$ cat config.mk
export PLATFORM = sky130hd
export DESIGN_NAME = dmem_wait_responder
export DESIGN_NICKNAME = d
export VERILOG_FILES = /design/src/rtl/dmem_bus_pkg.sv /design/src/rtl/dmem_wait_counter.sv /design/src/rtl/dmem_wait_responder.sv
export SDC_FILE = /design/constraint.sdc
export NUM_CORES = 2
export LEC_CHECK = 0
export ABC_AREA = 1
export BUFFER_PORTS_ARGS = -buffer_cell sky130_fd_sc_hd__buf_2
export CORE_MARGIN = 8
export CORE_UTILIZATION = 65
export CTS_BUF_LIST = sky130_fd_sc_hd__clkbuf_2 sky130_fd_sc_hd__clkbuf_4 sky130_fd_sc_hd__clkbuf_8
export DETAILED_ROUTE_END_ITERATION = 8
export PLACE_DENSITY_LB_ADDON = 0.12
export SETUP_SLACK_MARGIN = 0.2
export SYNTH_ARGS = -nofsm -noshare
export SYNTH_HDL_FRONTEND = slang
export SYNTH_SLANG_ARGS = --single-unit
export TNS_END_PERCENT = 20
$ cat constraint.sdc
create_clock -name clk -period 3.6 [get_ports clk]
set_clock_uncertainty 0.1 [all_clocks]
set_input_delay 0.36 -clock clk [delete_from_list [all_inputs] [get_ports clk]]
set_output_delay 0.36 -clock clk [all_outputs]
set_load 0.005 [all_outputs]
$ cat src/rtl/dmem_bus_pkg.sv
// Shared definitions for the data-memory wait-state responder.
//   - FSM state encoding (IDLE / WAIT / RESP)
//   - bus word width and byte-offset width
//   - wait-counter width and a helper that sizes the terminal count
package dmem_bus_pkg;

   localparam int WORD_W        = 32;
   localparam int BYTE_OFFSET_W = 2;
   localparam int WAIT_CNT_W    = 4;

   typedef enum logic [1:0] {
      IDLE = 2'd0,
      WAIT = 2'd1,
      RESP = 2'd2
   } dmem_state_t;

   // Terminal count for the wait counter, truncated to the counter width
   // (WAIT_STATES is limited to 0..15, so nothing is lost).
   function automatic logic [WAIT_CNT_W-1:0] wait_limit(input int wait_states);
      return WAIT_CNT_W'(wait_states);
   endfunction

endpackage

$ cat src/rtl/dmem_wait_counter.sv
// Wait-state counter for the data-memory responder.
// Ports:
//   clk       rising-edge clock
//   reset     synchronous active-high reset, clears the count
//   load      start a wait period: count becomes 1
//   clear     drop the count back to 0 (abort or leaving WAIT)
//   count_en  advance the count by one
//   done      count has reached WAIT_STATES
module dmem_wait_counter
   import dmem_bus_pkg::*;
#(
   parameter int WAIT_STATES = 2
) (
   input  logic clk,
   input  logic reset,
   input  logic load,
   input  logic clear,
   input  logic count_en,
   output logic done
);

   localparam logic [WAIT_CNT_W-1:0] LIMIT = wait_limit(WAIT_STATES);

   logic [WAIT_CNT_W-1:0] count;

   always_ff @(posedge clk) begin
      if (reset || clear) begin
         count <= '0;
      end else if (load) begin
         count <= WAIT_CNT_W'(1);
      end else if (count_en) begin
         count <= count + WAIT_CNT_W'(1);
      end
   end

   assign done = (count == LIMIT);

endmodule

$ cat src/rtl/dmem_wait_responder.sv
// Data-memory responder for the MIPS core data bus with fixed wait states.
// A request (memwrite/memread with dataadr/writedata) is latched in IDLE,
// spends WAIT_STATES cycles in WAIT and completes with a one-cycle ready
// pulse in RESP. Reads return the stored word during RESP; writes commit at
// the RESP edge. Out-of-range addresses and simultaneous read+write complete
// with err=1 and have no effect on the memory.
//
// Optional build macro: ALIGN_CHECK_EN
//   defined   - addr[1:0] != 0 completes with err=1, no write, readdata=0
//   undefined - addr[1:0] ignored, access goes to the word at idx
//
// Ports:
//   clk        rising-edge clock
//   reset      synchronous active-high reset (memory contents are kept)
//   memwrite   write request, held until ready or abort
//   memread    read request, held until ready or abort
//   dataadr    byte address
//   writedata  write word
//   readdata   read word, valid only while ready=1 for a read, 0 otherwise
//   ready      one-cycle completion pulse
//   err        completion with error, only together with ready
//
// state | meaning
// ------+-------------------------------------------------------------
// IDLE  | waiting for a request; latches address/data/direction
// WAIT  | counting wait states 1..WAIT_STATES; request drop aborts
// RESP  | ready=1 for one cycle; write commits here when err=0
module dmem_wait_responder
   import dmem_bus_pkg::*;
#(
   parameter int DEPTH_WORDS = 64,
   parameter int WAIT_STATES = 2
) (
   input  logic                clk,
   input  logic                reset,
   input  logic                memwrite,
   input  logic                memread,
   input  logic [WORD_W-1:0]   dataadr,
   input  logic [WORD_W-1:0]   writedata,
   output logic [WORD_W-1:0]   readdata,
   output logic                ready,
   output logic                err
);

   localparam int IDX_W = $clog2(DEPTH_WORDS);
   localparam int HI_LO = IDX_W + BYTE_OFFSET_W;

   dmem_state_t state, state_nx;

   logic              req;
   logic              out_of_range;
   logic              misaligned;
   logic              req_err;
   logic              sample;

   logic [IDX_W-1:0]  lat_idx;
   logic [WORD_W-1:0] lat_wdata;
   logic              lat_wr;
   logic              lat_rd;
   logic              lat_err;

   logic              cnt_load;
   logic              cnt_clear;
   logic              cnt_en;
   logic              cnt_done;

   logic              mem_we;
   logic [WORD_W-1:0] mem [DEPTH_WORDS];

   // ---------------------------------------------------------------
   // Request decode
   // ---------------------------------------------------------------
   assign req          = memwrite | memread;
   assign out_of_range = |dataadr[WORD_W-1:HI_LO];

`ifdef ALIGN_CHECK_EN
   assign misaligned = |dataadr[BYTE_OFFSET_W-1:0];
`else
   logic unused_byte_ofs;
   assign misaligned      = 1'b0;
   assign unused_byte_ofs = ^dataadr[BYTE_OFFSET_W-1:0];
`endif

   assign req_err = (memwrite & memread) | out_of_range | misaligned;
   assign sample  = (state == IDLE) && req;

   // ---------------------------------------------------------------
   // Request latch: everything the response needs is captured in IDLE
   // so the core is free to change the bus afterwards.
   // ---------------------------------------------------------------
   always_ff @(posedge clk) begin
      if (reset) begin
         lat_idx   <= '0;
         lat_wdata <= '0;
         lat_wr    <= 1'b0;
         lat_rd    <= 1'b0;
         lat_err   <= 1'b0;
      end else if (sample) begin
         lat_idx   <= dataadr[HI_LO-1:BYTE_OFFSET_W];
         lat_wdata <= writedata;
         lat_wr    <= memwrite;
         lat_rd    <= memread;
         lat_err   <= req_err;
      end
   end

   // ---------------------------------------------------------------
   // Wait-state counter
   // ---------------------------------------------------------------
   dmem_wait_counter #(
      .WAIT_STATES (WAIT_STATES)
   ) u_wait_counter (
      .clk      (clk),
      .reset    (reset),
      .load     (cnt_load),
      .clear    (cnt_clear),
      .count_en (cnt_en),
      .done     (cnt_done)
   );

   // ---------------------------------------------------------------
   // FSM
   // ---------------------------------------------------------------
   always_ff @(posedge clk) begin
      if (reset) begin
         state <= IDLE;
      end else begin
         state <= state_nx;
      end
   end

   always_comb begin
      state_nx  = state;
      cnt_load  = 1'b0;
      cnt_clear = 1'b0;
      cnt_en    = 1'b0;
      case (state)
         IDLE: begin
            if (req) begin
               if (WAIT_STATES == 0) begin
                  state_nx = RESP;
               end else begin
                  state_nx = WAIT;
                  cnt_load = 1'b1;
               end
            end
         end
         WAIT: begin
            // A dropped request wins over the terminal count.
            if (!req) begin
               state_nx  = IDLE;
               cnt_clear = 1'b1;
            end else if (cnt_done) begin
               state_nx  = RESP;
               cnt_clear = 1'b1;
            end else begin
               cnt_en = 1'b1;
            end
         end
         RESP: begin
            state_nx = IDLE;
         end
         default: begin
            state_nx  = IDLE;
            cnt_clear = 1'b1;
         end
      endcase
   end

   // ---------------------------------------------------------------
   // Response outputs
   // ---------------------------------------------------------------
   assign ready    = (state == RESP);
   assign err      = ready & lat_err;
   assign readdata = (ready && lat_rd && !lat_err) ? mem[lat_idx] : '0;

   // ---------------------------------------------------------------
   // Memory array: no reset, contents survive reset. A reset landing on
   // the RESP edge discards the pending write.
   // ---------------------------------------------------------------
   assign mem_we = ready && lat_wr && !lat_err && !reset;

   always_ff @(posedge clk) begin
      if (mem_we) begin
         mem[lat_idx] <= lat_wdata;
      end
   end

endmodule
---- Yosys cells after proc, flatten, opt, wreduce, memory -nomap -nowiden ----
Memory sizes are Yosys's and may differ from the RTL's. A register that Yosys moved wholly into a read port is not among the register bits.
Index checks and enable logic that the tools add are counted.
word-level totals
  output and inout port bits .............. 34
  bits in registers ....................... 47
  RAM bits ................................ 2,048
  memories ................................ 1
  latch bits .............................. 0
  bits in read-only memories .............. 0
  word-level logic and storage cells ...... 53
cells by class
  divide/modulo/power cells ............... 0
  shift-type cells ........................ 0
  $lt $le $gt $ge ......................... 0
  reduce and logical (&&, ||, !) cells .... 15
  multiply operators ...................... 0
  multiplexer cells ....................... 19
  add/sub/neg operators ................... 1
  bitwise gates (word level) .............. 4
  equality and inequality tests ........... 5
memory list
  memory  words  bits a word  rd ports  clocked after Yosys merged registers in  wr ports  line                       text
  mem     64     32           1         1                                        1         dmem_wait_responder.sv:68  logic [WORD_W-1:0] mem [DEPTH_WORDS];
operator list
  cell                                                  count
  2-to-1 mux 32 bit                                     1
  OR reduction 24 bit                                   1
  2-to-1 mux 6 bit                                      2
  2-to-1 mux 1 bit                                      11
  logical AND 1 bit                                     6
  2-to-1 mux 2 bit                                      3
  adder 4 x 1 -> 4 bit (second input constant)          1
  equality test 4 x 2 -> 1 bit (second input constant)  1
  one-hot mux 2 bit (2 select lines)                    1
  OR reduction 2 bit                                    2
  != test 3 bit (second input constant)                 1
  AND 1 bit                                             2
  equality test 2 x 1 -> 1 bit (second input constant)  1
  equality test 2 bit (second input constant)           1
  zero test 1 bit                                       2
  zero test 2 bit                                       1
  != test 2 bit (second input constant)                 1
  bitwise OR 1 bit                                      2
  one-hot mux 1 bit (2 select lines)                    1
  AND reduction 2 bit                                   1
  nonzero test 2 bit                                    1
  logical OR 1 bit                                      1

---- Logic depth before layout (Yosys ltp) ----
  depth in word-level cells ............... 6
  mapped depth ............................ 14
  mapped depth without buffers ............ 11

---- Hierarchy ----
Synthesis repeated with hierarchy kept, for this count alone.
second synthesis, totals
  cells, all modules ...................... 7,022
  area total of the unflattened synthesis .. 84,240.8 sq um
modules (own cells, without submodules)
  module               instances  seq. area each (sq um)  area each (sq um)  cells each
  dmem_wait_responder  1          62,479.9                84,031.8           6,992
  dmem_wait_counter    1          80.1                    209.0              30

---- Worst setup path after synthesis ----
OpenSTA, ideal clock, no wires.
  kind .................................... reg-to-reg
  start point ............................. register state[0]
  end point ............................... memory mem[13][0], enable pin
  cell stages (with the launch flop) ...... 8
  library setup time ...................... 0.421 ns
  clock period less this slack ............ 3.067 ns
  data arrival time ....................... 2.546 ns
  required time ........................... 3.079 ns
  setup slack ............................. 0.533 ns
  cell sequence ........................... dfxtp_1 > nor2_1 > inv_1 > nor2_1 > nand3_1 > nor2_1 > nand3_1 > nor2_1
between the ends
  word-level cells in the longest chain between the ends .. 6
ends and longest elaborated chain
  element                                 line                        text
  start: declaration                      dmem_wait_responder.sv:48   dmem_state_t state, state_nx;
  start signal: assignment                dmem_wait_responder.sv:128  state <= state_nx;
  equality test 2 bit                     dmem_wait_responder.sv:173  assign ready = (state == RESP);
  net ready                               dmem_wait_responder.sv:41   output logic ready,
  logical AND 1 bit (3 in series)         dmem_wait_responder.sv:181  assign mem_we = ready && lat_wr && !lat_err && !reset;
  2-to-1 mux 1 bit                        dmem_wait_responder.sv:184  if (mem_we) begin
  2-to-1 mux 1 bit (implied by the code)  dmem_wait_responder.sv:185  mem[lat_idx] <= lat_wdata;
  end: declaration                        dmem_wait_responder.sv:68
The timed path passes the listed nets, and every way through them passes these cells.

==> results.json <==
{
  "status": "complete, but fails checks",
  "violations": "negative setup slack",
  "yosysWarnings": 0,
  "crit_path_end": "readdata[25]",
  "stdcell_count": 9457,
  "clkLatencyLatePin_ns": 1.05,
  "detail-route-antenna-nets": 0,
  "period_share_pct": 104.5,
  "design.die.area_um2": 141200,
  "use_met3_pct": 7.412,
  "finalSetupViolCount": 31,
  "ff2ff_path_depth": 10,
  "io_pins": 102,
  "fin_ws_ns": -0.1610,
  "dp_cells": 8675,
  "synth_cells": 7021,
  "final_net_count": 7549,
  "row_count": 132,
  "clkPwrFrac_pct": 36.1,
  "hold_path_class": "in2reg",
  "use_met1_pct": 44.69,
  "ff2ff_setup_slack_ns": 0.36,
  "grt_setup_unrepaired": "true",
  "post-dp-hpwl_mm": 124.5,
  "fin_crit_ns": 3.761,
  "antenna_found_initial": 5,
  "core-area_um2": 129000,
  "end_kind": "output pin",
  "cts_buffers": 337,
  "leakage_nw": 35.93,
  "place_congestion": 0.8728,
  "yosysSeqAreaShare_pct": 74.35,
  "cts_buffer_depth": 4,
  "busiest_layer": "met2",
  "critPathLaunchType": "register",
  "yosysTopAreaCellShare_pct": 73.09,
  "p_seq_share_pct": 52.0,
  "slew_headroom_pct": 11.01,
  "path_clk_slew_ns": 0.07,
  "grt_pass1_wl_mm": 357.1,
  "finalHoldViolCount": 0,
  "layout_commonest_cell": "nand2_1",
  "tightest_slew_ns": 1.333,
  "wire_per_inst_um": 26.40,
  "cts-root-buf": "clkbuf_8",
  "synth-seq-cells": 2101,
  "yosysTopAreaCell": "edfxtp_1",
  "synth_area_um2": 84140,
  "worst-setup-path-type": "reg2out",
  "combPwrFrac_pct": 11.9,
  "grt_util_all_layers_pct": 33.99,
  "die_h_um": 375.8,
  "via_per_inst": 6.357,
  "irDropWorstVdd_mv": 0.4466,
  "r2r_end": "mem[58][8]",
  "grt_pass1_vias": 57670,
  "grt_max_degree": 92,
  "r2r_start": "state[1]",
  "cts-htree-levels": 5,
  "max_freq_mhz": 265.9,
  "start_util_pct": 65.23,
  "grt-ovfl-total": 0,
  "clkSinkCount": 2101,
  "drive_gt1_share_pct": 17.52,
  "wirelength_mm": 249.7,
  "cts_tree": "yes",
  "arrival_ns": 3.30,
  "max_cap_viol_count": 0,
  "p_int_w": 0.03957,
  "grt_use_met2_pct": 54.14,
  "final_cell_mix": "nand2_1, edfxtp_1, nand3_1",
  "power_w": 0.05334,
  "areaGrowthSynthToFinish_pct": 17.75,
  "syn_nets": 7091,
  "syn_avg_cell_area_um2": 11.98,
  "p_sw_w": 0.01377,
  "synth.distinct_cells": 26,
  "switching_share_pct": 25.81,
  "io_buffers": 99,
  "power.density_nw_per_um2": 538.4,
  "slew_violations": 0,
  "vias": 60120,
  "drt-initial-drc-count": 7779,
  "die-width_um": 375.8,
  "required_ns": 3.14,
  "drt_first_pass_iters": 6,
  "drc_errors": 0,
  "synthTopCellsByArea": "edfxtp_1, nand3_1, nand2_1",
  "crit_fanout": 15
}
## worst min-delay path by stage
stage	start	endpoint	slack [ns]	depth (start not counted)
CTS	memwrite	lat_wr	0.03	4
detailed placement	lat_wdata[12]	mem[40][12]	0.33	0
global placement	lat_wdata[12]	mem[40][12]	0.33	0
global route	memwrite	lat_wr	0.12	4
finish	memwrite	lat_wr	0.14	4
floorplan	reset	lat_rd	0.33	1
## metal layers
metal  wire length, um  vias up
met5                11        -
met4             12940        2
met3             30630      814
met2            117900     4456
met1             88240    28940
li1                  -    25900
## kinds of logic after synthesis
logic type               count (synthesis)  synth area share [%]
buffers and inverters                  482                 2.880
XOR/XNOR                                 1               0.01041
flip-flops                            2101                 74.35
adder cells (fa/ha/maj)                  2               0.02974
AO/OA/AOI/OAI                          144                0.8922
AND/OR/NAND/NOR                       4291                 21.84
## synth_stat cells
| cell type | n |
|---|---|
| nand2_1 | 2233 |
| edfxtp_1 | 2048 |
| nand3_1 | 1786 |
| buf_2 | 259 |
| nor2_1 | 259 |
| clkbuf_1 | 75 |
| o21ai_0 | 75 |
| buf_4 | 64 |
| buf_1 | 56 |
| dfxtp_1 | 53 |
| a21oi_1 | 40 |
| o22ai_1 | 20 |
| inv_1 | 18 |
| buf_6 | 6 |
| nor4_1 | 6 |
| o21ai_1 | 5 |
| a31oi_1 | 4 |
| or2_2 | 3 |
| ha_1 | 2 |
| inv_4 | 2 |
| nand4_1 | 2 |
| clkinv_1 | 1 |
| inv_2 | 1 |
| nor2_2 | 1 |
| nor3_1 | 1 |
| xor2_1 | 1 |
## through the flow
stage               hold slack [ns]  utilization [%]  setup WS (ns)  setup TNS, ns  cell area [um2]
detailed placement           0.3262            68.15         0.3655              0            87910
floorplan                    0.3291                -         0.5328              0            84140
finish                       0.1412            76.81        -0.1610         -3.342            99070
global placement             0.3250            68.15         0.4154              0            87910
CTS                         0.02962            75.57        -0.1756         -4.828            97480
global route                 0.1200            76.80        -0.2454         -6.148            99060
## cell type report
| class | instances | area (um2) |
|---|---|---|
| Antenna cell | 5 | 12.51 |
| Clock buffer | 454 | 5642 |
| Clock inverter | 116 | 541.8 |
| Fill cell | 7584 | 29920 |
| Inverter | 22 | 153.9 |
| Multi-Input combinational cell | 4438 | 21060 |
| Sequential cell | 2101 | 62620 |
| Tap cell | 1742 | 2180 |
| Timing Repair Buffer | 573 | 6779 |
| Timing Repair inverter | 6 | 85.08 |
## registers in the layout, summed over array words and instances (netlist names), named ones only
name                  cells
lat_wr                    1
lat_rd                    1
lat_err                   1
u_wait_counter.count      4
lat_wdata                32
mem                    2048
lat_idx                   6
state                     2
## critical path, cell delays in order, from the launching register on
cell	delay (ns)
dfxtp_4	0.38
buf_12	0.17
clkinv_16	0.08
buf_16	0.23
buf_16	0.21
buf_16	0.16
nand2_1	0.05
nand3_1	0.07
nand3_1	0.10
nand3_1	0.11
nand2_1	0.08
nor2_1	0.23
nor2_4	0.08
nor2_4	0.16
buf_2	0.14
## power groups by stage
stage / clock network (W) / logic (W) / registers [W]
5_1_grt: 0.0204 / 0.00666 / 0.0278
6_report: 0.0193 / 0.00632 / 0.0278
2_1_floorplan: 0 / 0.00299 / 0.0281
4_1_cts: 0.0193 / 0.00571 / 0.0277
3_3_place_gp: 0 / 0.00475 / 0.0282
3_5_place_dp: 0 / 0.00485 / 0.0282
## what timing repair did
item	in CTS	in global routing
hold buffers	112	0
buffers inserted	22	19
gates resized for setup	263	223
hold endpoints to repair	53	0
setup endpoints to repair	32	32
pin swaps	38	99
cloned	35	20
Power figures use the tool's default switching activity.
